## src/rtl/mem_pkg.sv

```systemverilog
// Shared types for the BRAM access path: access size encoding and controller FSM states.
package mem_pkg;

    typedef enum logic [1:0] {
        SIZE_B = 2'b00,
        SIZE_H = 2'b01,
        SIZE_W = 2'b10,
        SIZE_X = 2'b11
    } size_e;

    typedef enum logic [1:0] {
        IDLE = 2'd0,
        WAIT = 2'd1,
        RESP = 2'd2
    } state_e;

endpackage

```

## src/rtl/load_align.sv

```systemverilog
// Load data extraction: right-align the addressed lanes of a RAM word,
// then sign- or zero-extend to 32 bits.
module load_align
    import mem_pkg::*;
(
    input  logic [31:0] i_word,
    input  logic [1:0]  i_off,
    input  size_e       i_size,
    input  logic        i_unsigned,
    output logic [31:0] o_data
);

    logic [31:0] w_sh;

    assign w_sh = i_word >> {i_off, 3'b000};

    always_comb begin
        o_data = w_sh;
        case (i_size)
            SIZE_B:  o_data = {{24{w_sh[7]  & ~i_unsigned}}, w_sh[7:0]};
            SIZE_H:  o_data = {{16{w_sh[15] & ~i_unsigned}}, w_sh[15:0]};
            default: o_data = w_sh;
        endcase
    end

endmodule

```

## src/rtl/bram_access_ctrl.sv

```systemverilog
// Byte/half/word load-store front end for a single read-first BRAM port.
// One transaction at a time: accept -> (WAIT for loads) -> RESP until consumed.
module bram_access_ctrl
    import mem_pkg::*;
#(
    parameter int          ADDR_WIDTH = 10,
    parameter logic [31:0] BASE_ADDR  = 32'h0000_0000
) (
    input  logic                  clk,
    input  logic                  rst_n,
    input  logic                  req_valid,
    output logic                  req_ready,
    input  logic                  req_we,
    input  logic [31:0]           req_addr,
    input  logic [1:0]            req_size,
    input  logic                  req_unsigned,
    input  logic [31:0]           req_wdata,
    output logic                  rsp_valid,
    input  logic                  rsp_ready,
    output logic [31:0]           rsp_rdata,
    output logic                  rsp_err,
    output logic                  mem_en,
    output logic [3:0]            mem_wen,
    output logic [ADDR_WIDTH-1:0] mem_addr,
    output logic [31:0]           mem_din,
    input  logic [31:0]           mem_dout
);

    // Byte span of the RAM; 33 bits so ADDR_WIDTH=30 still fits.
    localparam logic [32:0] LIMIT = 33'd4 << ADDR_WIDTH;

    state_e      r_state, w_next;
    logic [31:0] r_rdata;
    logic        r_err;
    logic [1:0]  r_off;
    size_e       r_size;
    logic        r_uns;

    logic [31:0] w_offset;
    logic [31:0] w_ld;
    size_e       w_size;
    logic        w_accept;
    logic        w_err;

    assign w_size   = size_e'(req_size);
    assign w_offset = req_addr - BASE_ADDR;
    assign w_accept = req_valid && req_ready;

    always_comb begin
        w_err = ({1'b0, w_offset} >= LIMIT);
        case (w_size)
            SIZE_H:  w_err = w_err | req_addr[0];
            SIZE_W:  w_err = w_err | (req_addr[1:0] != 2'b00);
            SIZE_X:  w_err = 1'b1;
            default: ;
        endcase
    end

    // RAM port is driven straight from the request in the accept cycle.
    assign mem_en   = w_accept && !w_err;
    assign mem_addr = w_offset[ADDR_WIDTH+1:2];

    always_comb begin
        mem_wen = 4'b0000;
        if (mem_en && req_we) begin
            case (w_size)
                SIZE_B:  mem_wen = 4'b0001 << req_addr[1:0];
                SIZE_H:  mem_wen = 4'b0011 << req_addr[1:0];
                default: mem_wen = 4'b1111;
            endcase
        end
    end

    always_comb begin
        case (w_size)
            SIZE_B:  mem_din = {4{req_wdata[7:0]}};
            SIZE_H:  mem_din = {2{req_wdata[15:0]}};
            default: mem_din = req_wdata;
        endcase
    end

    always_ff @(posedge clk) begin
        if (!rst_n) r_state <= IDLE;
        else        r_state <= w_next;
    end

    always_comb begin
        w_next = r_state;
        case (r_state)
            IDLE:    if (w_accept) w_next = (w_err || req_we) ? RESP : WAIT;
            WAIT:    w_next = RESP;
            RESP:    if (rsp_ready) w_next = IDLE;
            default: w_next = IDLE;
        endcase
    end

    always_comb begin
        req_ready = (r_state == IDLE) && rst_n;
        rsp_valid = (r_state == RESP) && rst_n;
    end

    always_ff @(posedge clk) begin
        if (!rst_n) begin
            r_rdata <= 32'h0;
            r_err   <= 1'b0;
            r_off   <= 2'b00;
            r_size  <= SIZE_B;
            r_uns   <= 1'b0;
        end else if (w_accept) begin
            r_rdata <= 32'h0;
            r_err   <= w_err;
            r_off   <= req_addr[1:0];
            r_size  <= w_size;
            r_uns   <= req_unsigned;
        end else if (r_state == WAIT) begin
            r_rdata <= w_ld;
        end
    end

    load_align u_align (
        .i_word     (mem_dout),
        .i_off      (r_off),
        .i_size     (r_size),
        .i_unsigned (r_uns),
        .o_data     (w_ld)
    );

    assign rsp_rdata = r_rdata;
    assign rsp_err   = r_err;

endmodule

```

## config.mk

```make
export PLATFORM = sky130hd
export DESIGN_NAME = bram_access_ctrl
export DESIGN_NICKNAME = d
export VERILOG_FILES = /design/src/rtl/mem_pkg.sv /design/src/rtl/load_align.sv /design/src/rtl/bram_access_ctrl.sv
export SDC_FILE = /design/constraint.sdc
export NUM_CORES = 1
export LEC_CHECK = 0
export ABC_AREA = 1
export CORE_MARGIN = 2
export CORE_UTILIZATION = 42
export DETAILED_ROUTE_END_ITERATION = 8
export PLACE_DENSITY = 0.87
export SLEW_MARGIN = 40
export SYNTH_ARGS = -nofsm -noshare
export SYNTH_HDL_FRONTEND = slang
export SYNTH_HIERARCHICAL = 1
export SYNTH_SLANG_ARGS = --single-unit
```

## constraint.sdc

```tcl
create_clock -name clk -period 3.1 [get_ports clk]
set_clock_uncertainty 0.2 [all_clocks]
set_input_delay 0.465 -clock clk [delete_from_list [all_inputs] [get_ports clk]]
set_output_delay 0.465 -clock clk [all_outputs]
set_load 0.005 [all_outputs]
```

==> summary.md <==
| Metric | Value |
|---|---|
| Largest fanout on the critical path | `6` |
| Iter 0 DRT Violations | `258` |
| Synthesized area | `about 3300 um2` |
| Top-Level Pins | `186` |
| Area growth from synthesis to layout | `52.2%` |
| Worst Path Buf+Inv | `6` |
| Mapped Nets | `665` |
| First-pass GRT wire length | `roughly 17000 um` |
| Via Count | `about 4000` |
| Max H-tree Level | `2` |
| Drt wl/cell | `12.9 um` |
| Drt total wl | `around 10000 um` |
| Syn avg cell area | `around 5.8 um2` |
| Vias in the first global route | `3764` |
| Clock sink count | `40` |
| Crit path arrival time | `around 2.3 ns` |
| CTS tree | `done` |
| Synth top area cells | `nand2_1 (28%), dfxtp_1 (25%), inv_1 (8.5%)` |
| Clk root buf | `clkbuf_8` |
| Hold slack | `approximately 0.26 ns` |
| Die Y | `between 90 and 100 um` |
| Die footprint | `about 8500 um2` |
| Cell family with most CP delay | `buffers and inverters` |
| Worst-path clk slew | `0.09 ns` |
| Worst EP required | `around 2.4 ns` |
| Critical Path, Cell by Cell | `clkdlybuf4s50_1, inv_1, ha_2, clkinv_1, buf_4, o22ai_1, inv_1, nand2_1, clkdlybuf4s50_1` |
| Fin crit share | `0.951` |
| # DRC | `0` |
| CP Capture Type | `output port` |
| Std cell rows | `32` |
| Flops & latches, synth | `40` |
| Maxcap violations | `0` |
| Clock buffer depth | `2` |
| Fill count | `around 650` |
| CTS Buf Count | `5` |
| CORE AREA | `roughly 7600 um2` |
| Detail Route Antenna Nets | `0` |
| Post-synth top area share | `0.276` |
| Post-synthesis simple-gate area fraction | `0.441` |
| Mux contribution to synthesized area | `0` |
| Synth unique cells | `32` |
| Pins Over Slew Limit | `0` |
| Outcome | `complete, no violations` |
| Via-to-Cell Ratio | `roughly 5` |
| Gr ovfl total | `0` |
| Critical path class | `in2out` |
| Die W | `roughly 92 um` |
| Nets | `~800` |
| Part of the Yosys area used for sequential elements | `0.246` |
| Synth Area in Adders | `0.0154` |
| Rel. slew slack | `0.593` |
| Syn Inst Count | `557` |
| Worst-Margin Slew | `0.610 ns` |
| Post-synthesis xor/xnor area fraction | `0` |
| Layout cells sized above 1 | `0.0890` |
| Synth Area in Compound Gates | `0.0975` |
| Largest net degree at the start of global routing | `39` |
| Hold Vio Cnt, Final | `0` |
| Leading area contributor after synthesis | `nand2_1` |
| ANT cells | `0` |
| DP Area | `4800 um2` |
| Aggregate global-route resource usage | `0.246` |
| Setup-failing EPs final | `0` |
| Initial core utilization | `0.428` |
| Crit path time final | `2.95 ns` |
| RSZ-0062 raised after global routing | `no` |
| Worst skew pair latency | `~0.30 ns` |
| Detailed placement HPWL | `7970 um` |
| Peak supply drop | `about 0.00019 V` |
| Pwr Density | `between 300 and 400 nW/um2` |
| CP startpoint kind | `input pin` |
| Leakage power | `~0.0027 uW` |
| Hold Crit Class | `reg2reg` |
| Initial antenna violation count | `0` |
| GPL Wtd Cong | `about 0.90` |
| Delay of the slowest critical-path stage | `around 0.54 ns` |
| Drt first pass iters | `5` |
| Synth Warn # | `6` |
| Achievable frequency | `339 MHz` |
| Largest family of logic cells by synthesized area | `simple AND/OR/NAND/NOR gates` |
| Crit-path slowest cell | `clkdlybuf4s50_1` |
| Input/output buffers | `between 150 and 200` |
| Design Area, Final | `between 4000 and 5000 um2` |
-- sequential cells by signal, indices dropped and copies added (netlist names) --
name       cells
r_uns          1
r_state        2
r_size         2
rsp_err        1
r_off          2
rsp_rdata     32
-- placed cells by master (no fill, tap or decap), types with 2 or more instances in the layout --
| cell | n |
|---|---|
| nand2_2 | 3 |
| o22ai_1 | 8 |
| nor2_1 | 27 |
| ha_1 | 2 |
| a21oi_1 | 22 |
| nor2_4 | 3 |
| nor2_2 | 4 |
| clkdlybuf4s50_1 | 157 |
| nor3_1 | 4 |
| nand2_1 | 239 |
| dfxtp_1 | 40 |
| inv_1 | 73 |
| a22oi_1 | 2 |
| o21ai_1 | 3 |
| ha_2 | 2 |
| inv_2 | 6 |
| nand3_1 | 24 |
| o21ai_0 | 22 |
| nand3_2 | 15 |
| clkbuf_8 | 5 |
| nand3_4 | 2 |
| dlymetal6s2s_1 | 8 |
| buf_4 | 11 |
| o21ai_2 | 2 |
-- path summary, 6_finish.rpt --
check	startpoint	endpoint	depth (start not counted)	slack [ns]
worst min register to register	rsp_err$_SDFFE_PN0P_	rsp_err$_SDFFE_PN0P_	2	0.26
worst max register to register	r_off[0]$_SDFFE_PN0P_	rsp_rdata[18]$_SDFFE_PP0P_	10	0.92
worst min-delay path	rsp_err$_SDFFE_PN0P_	rsp_err$_SDFFE_PN0P_	2	0.26
worst max-delay path	req_size[1]	mem_din[24]	9	0.15
-- area by class of cell --
cell class              instances  area [um2]  share of cell area
inverters                      82         314              0.0633
multi-input cells             390        1830               0.369
repair buffers                177        1770               0.358
flip-flops and latches         40         801               0.161
clock buffers                   5        68.8              0.0139
well taps                     102         128              0.0257
clock inverters                 3        46.3             0.00933
-- power by group --
group          switching, uW  internal, uW  total (uW)  leakage, uW
logic                    273           290         563      0.00229
clock network            201           243         444    0.0000548
registers               10.9           526         537     0.000324
total                    485          1060        1540      0.00267
-- cell usage after synthesis --
library cell and n:
buf_1 1, nor3_4 1, o22ai_1 8, dfxtp_1 40, or2_2 1, nor2_4 3
nand2_4 1, buf_6 7, buf_2 13, buf_4 21, nor2_1 27, ha_1 4
nor3_1 4, and2_0 1, clkinv_4 1, nand2_1 240, a22oi_1 2, inv_1 74
o211ai_1 1, a21oi_1 22, clkinv_1 2, nor2_2 4, nand2_2 2, and2_1 1
clkbuf_1 1, nand3_2 16, nand3_1 24, o21ai_0 23, o21ai_1 4, inv_2 5
buf_8 2, nand3_4 1
-- timing repair --
action                                  in CTS  in global routing
endpoints found under the setup margin      17                 14
hold buffers                                 0                  0
gates resized for setup                      4                 13
pin swaps                                    0                  1
setup buffers                                0                  0
cloned                                       0                  0
-- tightest hold or removal path, stage by stage (launching register included) --
cell and delay, ns:
dfxtp_1 0.32, nand2_1 0.06, nand2_1 0.04
-- cell families (layout without fill, tap and decap cells) --
group / Yosys count / count (layout)
flops: 40 / 40
compound gates: 60 / 60
fa+ha+maj: 4 / 4
buf+inv: 127 / 267
simple gates: 326 / 326
-- stage by stage --
stage / setup WS [ns] / utilization / total power (uW) / TNS [ns] / std cells
final: 0.151 / 0.652 / 1540 / 0 / 799
after detailed placement: -0.127 / 0.631 / 1100 / -0.722 / 791
after floorplan: 0.981 / - / 862 / 0 / 557
after global routing: 0.00119 / 0.652 / 1640 / 0 / 799
after global placement: -0.0502 / 0.631 / 1090 / -0.197 / 791
after CTS: 0.00116 / 0.648 / 1550 / 0 / 799
-- metal layers --
layer / part of all wire / global-route usage / vias up
met4: 0.030 / 0.0908 / 0
met3: 0.076 / 0.0493 / 33
met1: 0.38 / 0.274 / 1745
li1: - / - / 1953
met2: 0.51 / 0.458 / 175
met5: 0 / 0 / -
Power figures use the tool's default switching activity.
